--- src/rtl/instr_decoder_fsm.sv ---
// Instruction decoder: registers instruction fields and issues one handshaked class strobe.
// Optional DEC_ILLEGAL_TRAP_EN: undefined opcodes park in TRAP until illegal_clr.
module instr_decoder_fsm #(
  parameter int INSTR_W     = 16,
  parameter int OP_W        = 4,
  parameter int REG_W       = 4,
  parameter int IMM_W       = 8,
  parameter int ACK_TIMEOUT = 16,
  parameter int CNT_W       = 5
) (
  input  logic               clk,
  input  logic               reset,
  input  logic               ir_valid,
  input  logic [INSTR_W-1:0] instruction,
  output logic               dec_ready,
  input  logic               ex_ack,
  output logic               alu_str,
  output logic               mov_str,
  output logic               ldst_str,
  output logic [OP_W-1:0]    opcode,
  output logic [REG_W-1:0]   rd,
  output logic [REG_W-1:0]   rs,
  output logic [IMM_W-1:0]   imm,
  output logic               imm_sel,
  output logic               is_store,
  output logic               timeout,
  output logic               illegal,
  input  logic               illegal_clr
);

  localparam logic [1:0] S_IDLE  = 2'd0;
  localparam logic [1:0] S_ISSUE = 2'd1;
`ifdef DEC_ILLEGAL_TRAP_EN
  localparam logic [1:0] S_TRAP  = 2'd3;
`else
  localparam logic [1:0] S_BYP   = 2'd2;
`endif

  localparam logic [OP_W-1:0] OP_ADDI  = OP_W'(1);
  localparam logic [OP_W-1:0] OP_SUBI  = OP_W'(3);
  localparam logic [OP_W-1:0] OP_ALU_HI = OP_W'(8);
  localparam logic [OP_W-1:0] OP_MOVI  = OP_W'(9);
  localparam logic [OP_W-1:0] OP_MOV_HI = OP_W'(10);
  localparam logic [OP_W-1:0] OP_STORE = OP_W'(12);

  logic [1:0]       r_state;
  logic [CNT_W-1:0] r_cnt;
  logic             r_dec_ready, r_alu, r_mov, r_ldst, r_timeout, r_illegal;
  logic             r_imm_sel, r_is_store;
  logic [OP_W-1:0]  r_op;
  logic [REG_W-1:0] r_rd, r_rs;
  logic [IMM_W-1:0] r_imm;

  logic [OP_W-1:0]  w_op;
  logic             w_defined, w_expire;

  assign w_op      = instruction[INSTR_W-1 -: OP_W];
  assign w_defined = (w_op <= OP_STORE);
  assign w_expire  = (ACK_TIMEOUT != 0) && (r_cnt == CNT_W'(ACK_TIMEOUT - 1));

`ifndef DEC_ILLEGAL_TRAP_EN
  logic w_unused_clr;
  assign w_unused_clr = illegal_clr;
`endif

  always_ff @(posedge clk or negedge reset) begin
    if (!reset) begin
      r_state     <= S_IDLE;
      r_cnt       <= '0;
      r_dec_ready <= 1'b1;
      r_alu       <= 1'b0;
      r_mov       <= 1'b0;
      r_ldst      <= 1'b0;
      r_timeout   <= 1'b0;
      r_illegal   <= 1'b0;
      r_imm_sel   <= 1'b0;
      r_is_store  <= 1'b0;
      r_op        <= '0;
      r_rd        <= '0;
      r_rs        <= '0;
      r_imm       <= '0;
    end else begin
      r_timeout <= 1'b0;
      case (r_state)
        S_IDLE: if (ir_valid) begin
          r_op        <= w_op;
          r_rd        <= instruction[INSTR_W-OP_W-1 -: REG_W];
          r_rs        <= instruction[INSTR_W-OP_W-REG_W-1 -: REG_W];
          r_imm       <= instruction[IMM_W-1:0];
          r_imm_sel   <= (w_op == OP_ADDI) || (w_op == OP_SUBI) || (w_op == OP_MOVI);
          r_is_store  <= (w_op == OP_STORE);
          r_dec_ready <= 1'b0;
          if (w_defined) begin
            r_state <= S_ISSUE;
            r_cnt   <= '0;
            r_alu   <= (w_op <= OP_ALU_HI);
            r_mov   <= (w_op > OP_ALU_HI) && (w_op <= OP_MOV_HI);
            r_ldst  <= (w_op > OP_MOV_HI);
          end else begin
`ifdef DEC_ILLEGAL_TRAP_EN
            r_state   <= S_TRAP;
            r_illegal <= 1'b1;
`else
            r_state   <= S_BYP;
`endif
          end
        end
        S_ISSUE: begin
          // ack takes priority over a timeout expiring on the same edge
          if (ex_ack || w_expire) begin
            r_state     <= S_IDLE;
            r_dec_ready <= 1'b1;
            r_alu       <= 1'b0;
            r_mov       <= 1'b0;
            r_ldst      <= 1'b0;
            r_timeout   <= !ex_ack;
          end else begin
            r_cnt <= r_cnt + CNT_W'(1);
          end
        end
`ifdef DEC_ILLEGAL_TRAP_EN
        S_TRAP: if (illegal_clr) begin
          r_state     <= S_IDLE;
          r_illegal   <= 1'b0;
          r_dec_ready <= 1'b1;
        end
`else
        S_BYP: begin
          r_state     <= S_IDLE;
          r_dec_ready <= 1'b1;
        end
`endif
        default: begin
          r_state     <= S_IDLE;
          r_dec_ready <= 1'b1;
          r_alu       <= 1'b0;
          r_mov       <= 1'b0;
          r_ldst      <= 1'b0;
          r_illegal   <= 1'b0;
        end
      endcase
    end
  end

  assign dec_ready = r_dec_ready;
  assign alu_str   = r_alu;
  assign mov_str   = r_mov;
  assign ldst_str  = r_ldst;
  assign opcode    = r_op;
  assign rd        = r_rd;
  assign rs        = r_rs;
  assign imm       = r_imm;
  assign imm_sel   = r_imm_sel;
  assign is_store  = r_is_store;
  assign timeout   = r_timeout;
  assign illegal   = r_illegal;

endmodule

--- config.mk ---
export PLATFORM = sky130hd
export DESIGN_NAME = instr_decoder_fsm
export DESIGN_NICKNAME = d
export VERILOG_FILES = /design/src/rtl/instr_decoder_fsm.sv
export SDC_FILE = /design/constraint.sdc
export NUM_CORES = 1
export LEC_CHECK = 0
export BUFFER_PORTS_ARGS = -buffer_cell sky130_fd_sc_hd__buf_2
export CORE_MARGIN = 2
export CORE_UTILIZATION = 40
export CTS_BUF_LIST = sky130_fd_sc_hd__clkbuf_4
export DETAILED_ROUTE_END_ITERATION = 6
export GPL_TIMING_DRIVEN = 0
export PLACE_DENSITY = 0.74
export SYNTH_ARGS = -nofsm -noshare
export SYNTH_HDL_FRONTEND = slang
export SYNTH_SLANG_ARGS = --single-unit
--- constraint.sdc ---
create_clock -name clk -period 2 [get_ports clk]
set_clock_uncertainty 0.2 [all_clocks]
set_input_delay 0.2 -clock clk [delete_from_list [all_inputs] [get_ports clk]]
set_output_delay 0.2 -clock clk [all_outputs]
set_load 0.005 [all_outputs]
==> key figures <==
Die
  – Full die area: 4000 um2
  – Core region area: 3360 um2
  – Die height: 63.2 um
  – Horizontal die dimension: 63.2 um
  – # rows: 21
  – I/O pin count: 49
  – Starting Density: 41.7%

GRT
  – Number of global-route vias before repair: 1,167
  – Largest net degree at the start of global routing: 31
  – GRT Overall Usage: 17.7%
  – Initial antenna violation count: 0
  – First-pass GRT wire length: 5400 um
  – Overflow left after global routing: 0

Detailed routing
  – Routed vias: 1,202
  – DRC violation count after routing: 0
  – Average via count per standard cell: 4.55
  – Detailed Route WL: 3280 um
  – First drt pass iteration count: 4
  – Drt wl/cell: 12.4 um
  – Remaining number of nets flagged by the antenna check after routing: 0
  – Drt initial violations: 25

Worst setup path
  – Worst R2R Path Depth: 6
  – Kind of cell with the highest combined delay on the critical path: compound AO/OA/AOI/OAI gates
  – Arrival time reported for the critical path endpoint: 2060 ps
  – CP Cell Sequence: ha_2, and3_4, ha_4, o31a_1, a21oi_4, mux2_4
  – Cell at the slowest stage of the critical path: sky130_fd_sc_hd__dfrtp_1
  – WS Path Type: reg2reg
  – Max stage delay on crit path: 410 ps
  – Data required time at the worst endpoint: 2020 ps
  – Number of buffer and inverter instances along the worst setup path: 0
  – Logic depth of the worst path, buffers included: 6
  – CP max FO: 4
  – Kind of start point of the critical path: register
  – CP endpoint kind: register

STA
  – Final cycle utilization of the critical path: 102%
  – Worst Slack Setup Final: -47.2 ps
  – Count of final hold-check violations: 0
  – Max frequency: 0.488 GHz
  – Final-report max-slew violation count: 0
  – Unrepaired setup endpoints after global routing: yes
  – # setup viols final: 4
  – Slew at the pin with the worst max-slew slack: 632 ps
  – Fin crit period: 2050 ps
  – Headroom to the max-slew limit: 57.9%

Placed design
  – Half-perimeter wire length of the detailed placement result: 1930 um
  – Pre-CTS setup slack: -135 ps
  – Placer Congestion: 0.751
  – Number of port buffers: 44

Power and ir drop
  – Total power per unit cell area: 895 nW/um2
  – Power consumption: 1.82 mW
  – Peak supply drop: 0.471 mV
  – Reported leakage power: 1.09 nW

Clock tree
  – Clock Latency Late Sink: 320 ps
  – Clock tree from TritonCTS: built
  – Clock-pin slew of the registers on the worst-case setup and hold paths: 90 ps
  – H-tree levels: 2
  – Clk Tree Root Cell: sky130_fd_sc_hd__clkbuf_4
  – Maximum clock insertion buffer count: 2
  – Cts bufs inserted: 5
  – # clock sinks: 30

Yosys
  – Post-Syn Area per Cell: 9.88 um2
  – Top cells by area in the synthesized netlist: sky130_fd_sc_hd__dfrtp_1 52%, sky130_fd_sc_hd__nand2_1 14%, sky130_fd_sc_hd__buf_4 3.7%, sky130_fd_sc_hd__dfstp_2 1.9%, sky130_fd_sc_hd__ha_1 1.8%
  – Ys Warns: 0
  – Most instantiated library cell after synthesis: sky130_fd_sc_hd__nand2_1
  – Synth area leader: sky130_fd_sc_hd__dfrtp_1
  – Netlist area before placement: 1400 um2
  – Sequential cell area fraction in the yosys report: 53.6%
  – Total of flip-flops plus latches after synthesis: 30
  – Async set-or-reset flop fraction in the synthesized netlist: 100%
  – Post-Syn Nets: 165
  – Number of enable flip-flop cells after synthesis: 0
  – Most instantiated cells after synthesis: 54 x sky130_fd_sc_hd__nand2_1, 29 x sky130_fd_sc_hd__dfrtp_1, 7 x sky130_fd_sc_hd__buf_4, 5 x sky130_fd_sc_hd__inv_1, 4 x sky130_fd_sc_hd__a21oi_1
  – Area share of the largest cell type after synthesis: 51.7%
  – Syn Inst Count: 142
  – Distinct cell type count after synthesis: 34
  – Synth Flop Type: sky130_fd_sc_hd__dfrtp_1

Layout
  – Count of inserted antenna diode cells: 0
  – Combined area of the multi-input logic cells: 581 um2
  – Share of cells above drive strength 1: 39.4%
  – Fin nets: 240
  – Sequential standard cell area: 752 um2
  – # fillers: 297
  – Area added between synthesis and finish: 45.2%

Job
  – Max cap viols: 0

Run status
  – Failing checks: negative setup slack
  – Run status: complete, but fails checks

Min path
  – Min-Delay Path Class: in2async
[metrics by stage]
stage | setup TNS [ps] | hold WS [ps] | instance area, um2 | util, % | instances
after global routing | -463 | 296 | 2040 | 60.6 | 264
after floorplan | 0 | -296 | 1430 | - | 142
after global placement | -330 | 70.8 | 1700 | 50.7 | 232
final | -134 | 239 | 2040 | 60.6 | 264
after CTS | -219 | 256 | 2030 | 60.5 | 264
after detailed placement | -346 | 65.4 | 1700 | 50.7 | 232
[final timing paths]
| check | start | end | slack [ps] |
|---|---|---|---|
| worst max register to register | r_cnt[0] | mov_str | -50 |
| worst min-delay path | reset | r_cnt[3] | 240 |
| min in group clk | opcode[0] | opcode[0] | 280 |
| worst max-delay path | r_cnt[0] | mov_str | -50 |
| worst min register to register | opcode[0] | opcode[0] | 280 |
| max in group asynchronous | reset | r_state[0] | 950 |
[power breakdown]
| group | internal [mW] | switching [mW] | leakage [nW] | total, mW |
|---|---|---|---|---|
| sequential | 0.733 | 0.0748 | 0.382 | 0.807 |
| combinational | 0.281 | 0.242 | 0.660 | 0.523 |
| clock | 0.292 | 0.200 | 0.0463 | 0.492 |
[cell usage in the layout (no fill, tap or decap), drive strengths merged]
master / count
buf: 61
nand2: 54
dfrtp: 29
dlygate4sd3: 19
clkbuf: 8
inv: 5
a21oi: 5
mux2: 4
nor2: 3
nor3: 3
o31a: 2
nand4b: 2
nor3b: 2
and3: 2
or3b: 2
o21ai: 2
ha: 2
nand2b: 1
o211ai: 1
nor4b: 1
a21o: 1
a221oi: 1
a31o: 1
o21bai: 1
xnor2: 1
o41ai: 1
o21a: 1
conb: 1
bufinv: 1
dfstp: 1
[worst register-to-register path, cell delays in order, from the launching register on]
cell and delay, ps:
sky130_fd_sc_hd__dfrtp_1 410, sky130_fd_sc_hd__ha_2 200, sky130_fd_sc_hd__and3_4 180, sky130_fd_sc_hd__ha_4 170, sky130_fd_sc_hd__o31a_1 280, sky130_fd_sc_hd__a21oi_4 190, sky130_fd_sc_hd__mux2_4 320
[final cells by class]
type,count,share of cell area [%]
Buffer,13,4.61
Clock buffer,7,2.58
Clock inverter,1,1.47
Inverter,5,0.921
Multi-Input combinational cell,94,28.5
Sequential cell,30,36.9
Tap cell,46,2.83
Timing Repair Buffer,68,22.2
[routing by layer]
metal / GRT usage, % / wire length [um]
met4: 7.34 / 43
met5: 0 / 0
met1: 21.1 / 1430
met2: 29.9 / 1610
met3: 5.00 / 204
[flip-flops by register name, summed over array words and instances, names as in the netlist]
register   count
r_cnt          5
imm            4
opcode         4
rd             4
rs             4
r_state        2
alu_str        1
dec_ready      1
imm_sel        1
is_store       1
ldst_str       1
mov_str        1
timeout        1
[repair_timing]
item	CTS	global route
setup buffers	5	0
pin swaps	3	2
hold endpoints to repair	48	0
gates resized for setup	5	1
setup endpoints to repair	4	8
hold buffers	19	0
[logic make-up after synthesis]
kind of cell,share of synthesized area (%)
flops,53.6
xor+xnor,0.625
compound gates,9.01
buf+inv,8.03
simple gates,23.5
fa+ha+maj,1.78
other cells,0.267
mux,3.21
No activity file was read; power rests on OpenSTA's default activity.
